$ cat src/rtl/dme_pulse_pair_gen.sv
// DME interrogation pulse-pair generator: two trapezoidal envelope pulses
// separated by the X/Y code spacing, with a t0 marker on pulse 1's half-amplitude sample.
module dme_pulse_pair_gen #(
  parameter int WIDTH     = 24,
  parameter int RAMP_LOG2 = 4,
  parameter int FLAT      = 20,
  parameter int SPACING_X = 240,
  parameter int SPACING_Y = 720
) (
  input  logic             clk,
  input  logic             resetn,
  input  logic             start,
  input  logic             mode_y,
  input  logic [WIDTH-2:0] amp,
  output logic [WIDTH-1:0] sample_out,
  output logic             sample_valid,
  output logic             busy,
  output logic             done,
  output logic             t0_mark,
  output logic [1:0]       dbg_state
);

  localparam int R    = 1 << RAMP_LOG2;
  localparam int P    = 2 * R + FLAT;
  localparam int SMAX = (SPACING_Y > SPACING_X) ? SPACING_Y : SPACING_X;
  localparam int CW   = $clog2(SMAX + 1);
  localparam int PW   = (WIDTH - 1) + (RAMP_LOG2 + 1);
  localparam int T0   = R / 2 - 1;
  localparam bit GAP_X = SPACING_X > P;
  localparam bit GAP_Y = SPACING_Y > P;
  localparam int GLAST_X = GAP_X ? SPACING_X - P - 1 : 0;
  localparam int GLAST_Y = GAP_Y ? SPACING_Y - P - 1 : 0;

  // Handshake: none on the output side; sample_out is meaningful only while
  // sample_valid=1, and the stream cannot be stalled once a burst starts.
  typedef enum logic [1:0] {IDLE, PULSE1, GAP, PULSE2} state_t;

  state_t           state;
  logic [CW-1:0]    cnt;
  logic [WIDTH-2:0] amp_q;
  logic             mode_q;

  logic [RAMP_LOG2:0] mult;
  logic [PW-1:0]      prod;
  logic [WIDTH-2:0]   env;
  logic               pulse_last;
  logic               has_gap;
  logic [CW-1:0]      gap_last;

  assign dbg_state = state;

  // Envelope for the current intra-pulse index; the ramp multiplier never exceeds R,
  // so the floored product stays <= amp.
  always_comb begin
    mult = '0;
    if (cnt < CW'(R)) begin
      mult = (RAMP_LOG2 + 1)'(cnt + CW'(1));
    end else begin
      mult = (RAMP_LOG2 + 1)'(CW'(P - 1) - cnt);
    end
    prod = PW'(amp_q) * PW'(mult);
    if (cnt >= CW'(R) && cnt < CW'(R + FLAT)) begin
      env = amp_q;
    end else begin
      env = (WIDTH - 1)'(prod >> RAMP_LOG2);
    end
  end

  assign pulse_last = (cnt == CW'(P - 1));
  assign has_gap    = mode_q ? GAP_Y : GAP_X;
  assign gap_last   = mode_q ? CW'(GLAST_Y) : CW'(GLAST_X);

  always_ff @(posedge clk) begin
    if (!resetn) begin
      state        <= IDLE;
      cnt          <= '0;
      amp_q        <= '0;
      mode_q       <= 1'b0;
      sample_out   <= '0;
      sample_valid <= 1'b0;
      busy         <= 1'b0;
      done         <= 1'b0;
      t0_mark      <= 1'b0;
    end else begin
      done    <= 1'b0;
      t0_mark <= 1'b0;
      case (state)
        IDLE: begin
          sample_out   <= '0;
          sample_valid <= 1'b0;
          busy         <= 1'b0;
          cnt          <= '0;
          if (start) begin
            amp_q  <= amp;
            mode_q <= mode_y;
            state  <= PULSE1;
          end
        end
        PULSE1: begin
          sample_out   <= {1'b0, env};
          sample_valid <= 1'b1;
          busy         <= 1'b1;
          t0_mark      <= (T0 >= 0) && (cnt == CW'(T0));
          if (pulse_last) begin
            cnt   <= '0;
            state <= has_gap ? GAP : PULSE2;
          end else begin
            cnt <= cnt + CW'(1);
          end
        end
        GAP: begin
          sample_out   <= '0;
          sample_valid <= 1'b1;
          busy         <= 1'b1;
          if (cnt == gap_last) begin
            cnt   <= '0;
            state <= PULSE2;
          end else begin
            cnt <= cnt + CW'(1);
          end
        end
        PULSE2: begin
          sample_out   <= {1'b0, env};
          sample_valid <= 1'b1;
          busy         <= 1'b1;
          if (pulse_last) begin
            done  <= 1'b1;
            cnt   <= '0;
            state <= IDLE;
          end else begin
            cnt <= cnt + CW'(1);
          end
        end
        default: state <= IDLE;
      endcase
    end
  end

endmodule

$ cat config.mk
export PLATFORM = sky130hd
export DESIGN_NAME = dme_pulse_pair_gen
export DESIGN_NICKNAME = d
export VERILOG_FILES = /design/src/rtl/dme_pulse_pair_gen.sv
export SDC_FILE = /design/constraint.sdc
export NUM_CORES = 1
export LEC_CHECK = 0
export BUFFER_PORTS_ARGS = -buffer_cell sky130_fd_sc_hd__clkbuf_2
export CORE_ASPECT_RATIO = 0.7
export CORE_MARGIN = 3
export CORE_UTILIZATION = 45
export DETAILED_ROUTE_END_ITERATION = 12
export PLACE_DENSITY = 0.62
export SYNTH_ARGS = -nofsm -noshare
export SYNTH_HDL_FRONTEND = slang
export SYNTH_SLANG_ARGS = --single-unit
$ cat constraint.sdc
create_clock -name clk -period 15.77 [get_ports clk]
set_input_delay 0.7885 -clock clk [delete_from_list [all_inputs] [get_ports clk]]
set_output_delay 0.7885 -clock clk [all_outputs]
set_load 0.02 [all_outputs]
==> flow_metrics.tcl <==
set metrics [dict create \
    status "finished clean" \
    rrSetupSlack_ns 9.81 \
    synth_largest_area_cell "dfxtp_1" \
    clk_path_buf_depth 2 \
    synthFlopType "dfxtp_1" \
    num_rows 35 \
    gp_congestion 0.955 \
    numCtsBuffers 9 \
    syn2layout_area_growth_pct 9.81 \
    dp_cells 983 \
    synth_edf_count 0 \
    rr_worst_depth 16 \
    yosysUniqueCellTypes 66 \
    vdd_drop_max_v 0.000103 \
    dpl.hpwl_um 12900 \
    clk_pin_slew_ns 0.06 \
    wl_um 16500 \
    avgSynthCellArea_um2 8.22 \
    fp.coreArea_mm2 0.0135 \
    clock_sinks 62 \
    r2r_end "sample_out[22]" \
    drtIter0Drc 426 \
    cts_setup_buffers 0 \
    end_kind "register" \
    powerDensity_mw_per_mm2 83.3 \
    synth.most_common_cell "nand2_1" \
    synth_area_leaders "dfxtp_1, fa_1, ha_1, nand2_1, inv_1" \
    worstSkewPairLatency_ns 0.34 \
    synth_warnings 0 \
    leakage_nw 3.33 \
    path_cells "nor4_4 -> nand3_1 -> and3_1 -> fa_1 -> fa_1 -> inv_1 -> fa_1 -> inv_1 -> ha_1 -> a21oi_1 -> nor2_1 -> a2111oi_0 -> a31oi_4 -> o31ai_1 -> mux2_1 -> o311ai_1" \
    synth_commonest_cells "nand2_1, inv_1, dfxtp_1" \
    antenna_cells 0 \
    antenna_found_initial 0 \
    crit_fanout 21 \
    fillers 1326 \
    final-setup-viol-count 0 \
    required_ns 16.02 \
    worstPathArrival_ns 6.20 \
    fin_cells 999 \
    grt_overflow 0 \
    root_buffer "clkbuf_16" \
    start_util_pct 47.2 \
    synth_top_cell_area_share_pct 19.5 \
    drive_above_1_share_pct 11.2 \
    wl_per_cell_um 16.5 \
    nets 941 \
    io_buffers 55 \
    syn_inst 774 \
    tns_ns 0 \
    whs_ns 0.507 \
    cp-startpoint "cnt[9]" \
    critPathMaxStageDelay_ns 0.70 \
    drtPass1Iterations 5 \
    grt_pass1_wl_um 27600 \
    final-hold-violation-count 0 \
    num_vias 5319 \
    min_path_type "register to register" \
    endpoint "sample_out[22]" \
    final_util_pct 51.8 \
    cpMostUsedCell "fa_1" \
    ys_async_sr_fraction_pct 0 \
    ctsHtreeMaxLevel 3 \
    slowest_stage "a2111oi_0" \
    cts-resized-gates 0 \
    cap_violations 0 \
    synth_seq_cells 62 \
    vias_per_cell 5.32 \
    synth-seq-area-share_pct 19.5 \
    rsz0062_at_grt "no" \
    startpoint_type "register" \
    slew_violations 0 \
    die_h_um 105 \
    fin_skew_ns 0.0110 \
    period_needed_ns 5.96 \
    crit_type "register to register" \
    grt_start_max_net_pins 31 \
    ant_nets 0 \
    die_w_um 148 \
    grt_pass1_vias 5225 \
    tightest_slew_ns 1.15 \
    max_freq_ghz 0.168 \
    r2r_start "cnt[9]" \
    grtUsageTotal_pct 22.1 \
    cts_hold_buf 0 \
    syn-cell-area_mm2 0.00636 \
    syn-num-nets 906 \
    drc_errors 0 \
    dieArea_mm2 0.0156 \
    period_share_pct 37.8 \
    cts_tree "built" \
    io_pins 57 \
    max-slew-margin-rel_pct 22.3 \
]
-- cells by family (layout without fill, tap and decap cells) --
| kind of cell | after synthesis | count (layout) | share of synthesized area (%) |
|---|---|---|---|
| other | 1 | 1 | 0.0589 |
| AOI/OAI and AO/OA | 134 | 134 | 14.3 |
| DFF | 62 | 62 | 19.5 |
| muxes | 6 | 6 | 0.964 |
| xor gates and xnor gates | 29 | 29 | 3.99 |
| buffers and inverters | 134 | 174 | 8.85 |
| adders and majority gates | 105 | 105 | 27.8 |
| and+or+nand+nor | 303 | 303 | 24.5 |
-- flip-flops by register name, summed over array words and instances, names as in the netlist --
register / flops
t0_mark: 1
mode_q: 1
done: 1
dbg_state: 2
cnt: 10
amp_q: 23
busy: 1
sample_out: 23
-- power breakdown --
group	total, W	leakage (nW)	internal, W	switching, W
combinational	0.000182	2.70	0.0000612	0.000121
sequential	0.000209	0.504	0.000176	0.0000336
clock	0.000191	0.128	0.000107	0.0000840
total	0.000582	3.33	0.000343	0.000238
-- worst min-delay path by stage --
| stage | slack, ns | from | to | cells past startpoint |
|---|---|---|---|---|
| after global routing | 0.53 | cnt[0] | cnt[0] | 1 |
| after detailed placement | 0.49 | cnt[0] | cnt[0] | 1 |
| after CTS | 0.51 | cnt[0] | cnt[0] | 1 |
| final | 0.51 | mode_q | mode_q | 2 |
| after floorplan | 0.45 | mode_q | mode_q | 2 |
| after global placement | 0.48 | cnt[0] | cnt[0] | 1 |
-- routing by layer --
metal | routed length, um | up-vias | GRT usage [%]
li1 | - | 2584 | -
met4 | 169 | 0 | 4.48
met3 | 1410 | 15 | 4.04
met1 | 8790 | 2494 | 36.5
met5 | 0 | - | 0
met2 | 6130 | 226 | 29.4
-- cell usage in the layout (no fill, tap or decap), drive strengths merged, types with 6 or more instances in the layout --
cell type	n
nand2	117
inv	99
clkbuf	64
dfxtp	62
fa	61
nor2b	47
ha	44
a21oi	37
nor2	35
o21ai	31
and3	29
and2	24
a21boi	24
xnor2	15
xor2	14
nand3	13
nand4	10
nand2b	7
nor3	7
a31oi	6
-- area by class of cell --
| class | count | area [um^2] | area share [%] |
|---|---|---|---|
| Clock inverter | 7 | 50.0 | 0.716 |
| Clock buffer | 9 | 225 | 3.22 |
| Sequential cell | 62 | 1240 | 17.8 |
| Multi-Input combinational cell | 578 | 4560 | 65.2 |
| Inverter | 98 | 368 | 5.27 |
| Tap cell | 185 | 231 | 3.31 |
| Timing Repair Buffer | 60 | 313 | 4.48 |
-- stage by stage --
stage	setup WS (ns)	cell area (um^2)	power [W]
final	9.81	6990	0.000582
after global routing	9.35	6990	0.000618
after CTS	9.85	6990	0.000584
after detailed placement	9.88	6710	0.000392
after global placement	10.06	6710	0.000386
after floorplan	10.25	6360	0.000333
-- worst max-delay path, delay by kind of cell (launching register included) --
kind	cells	cell delay [ns]
fa+ha+maj	4	1.95
compound gates	5	1.56
simple gates	4	1.53
flops	1	0.37
mux	1	0.35
buf+inv	2	0.10
Power figures use the tool's default switching activity.
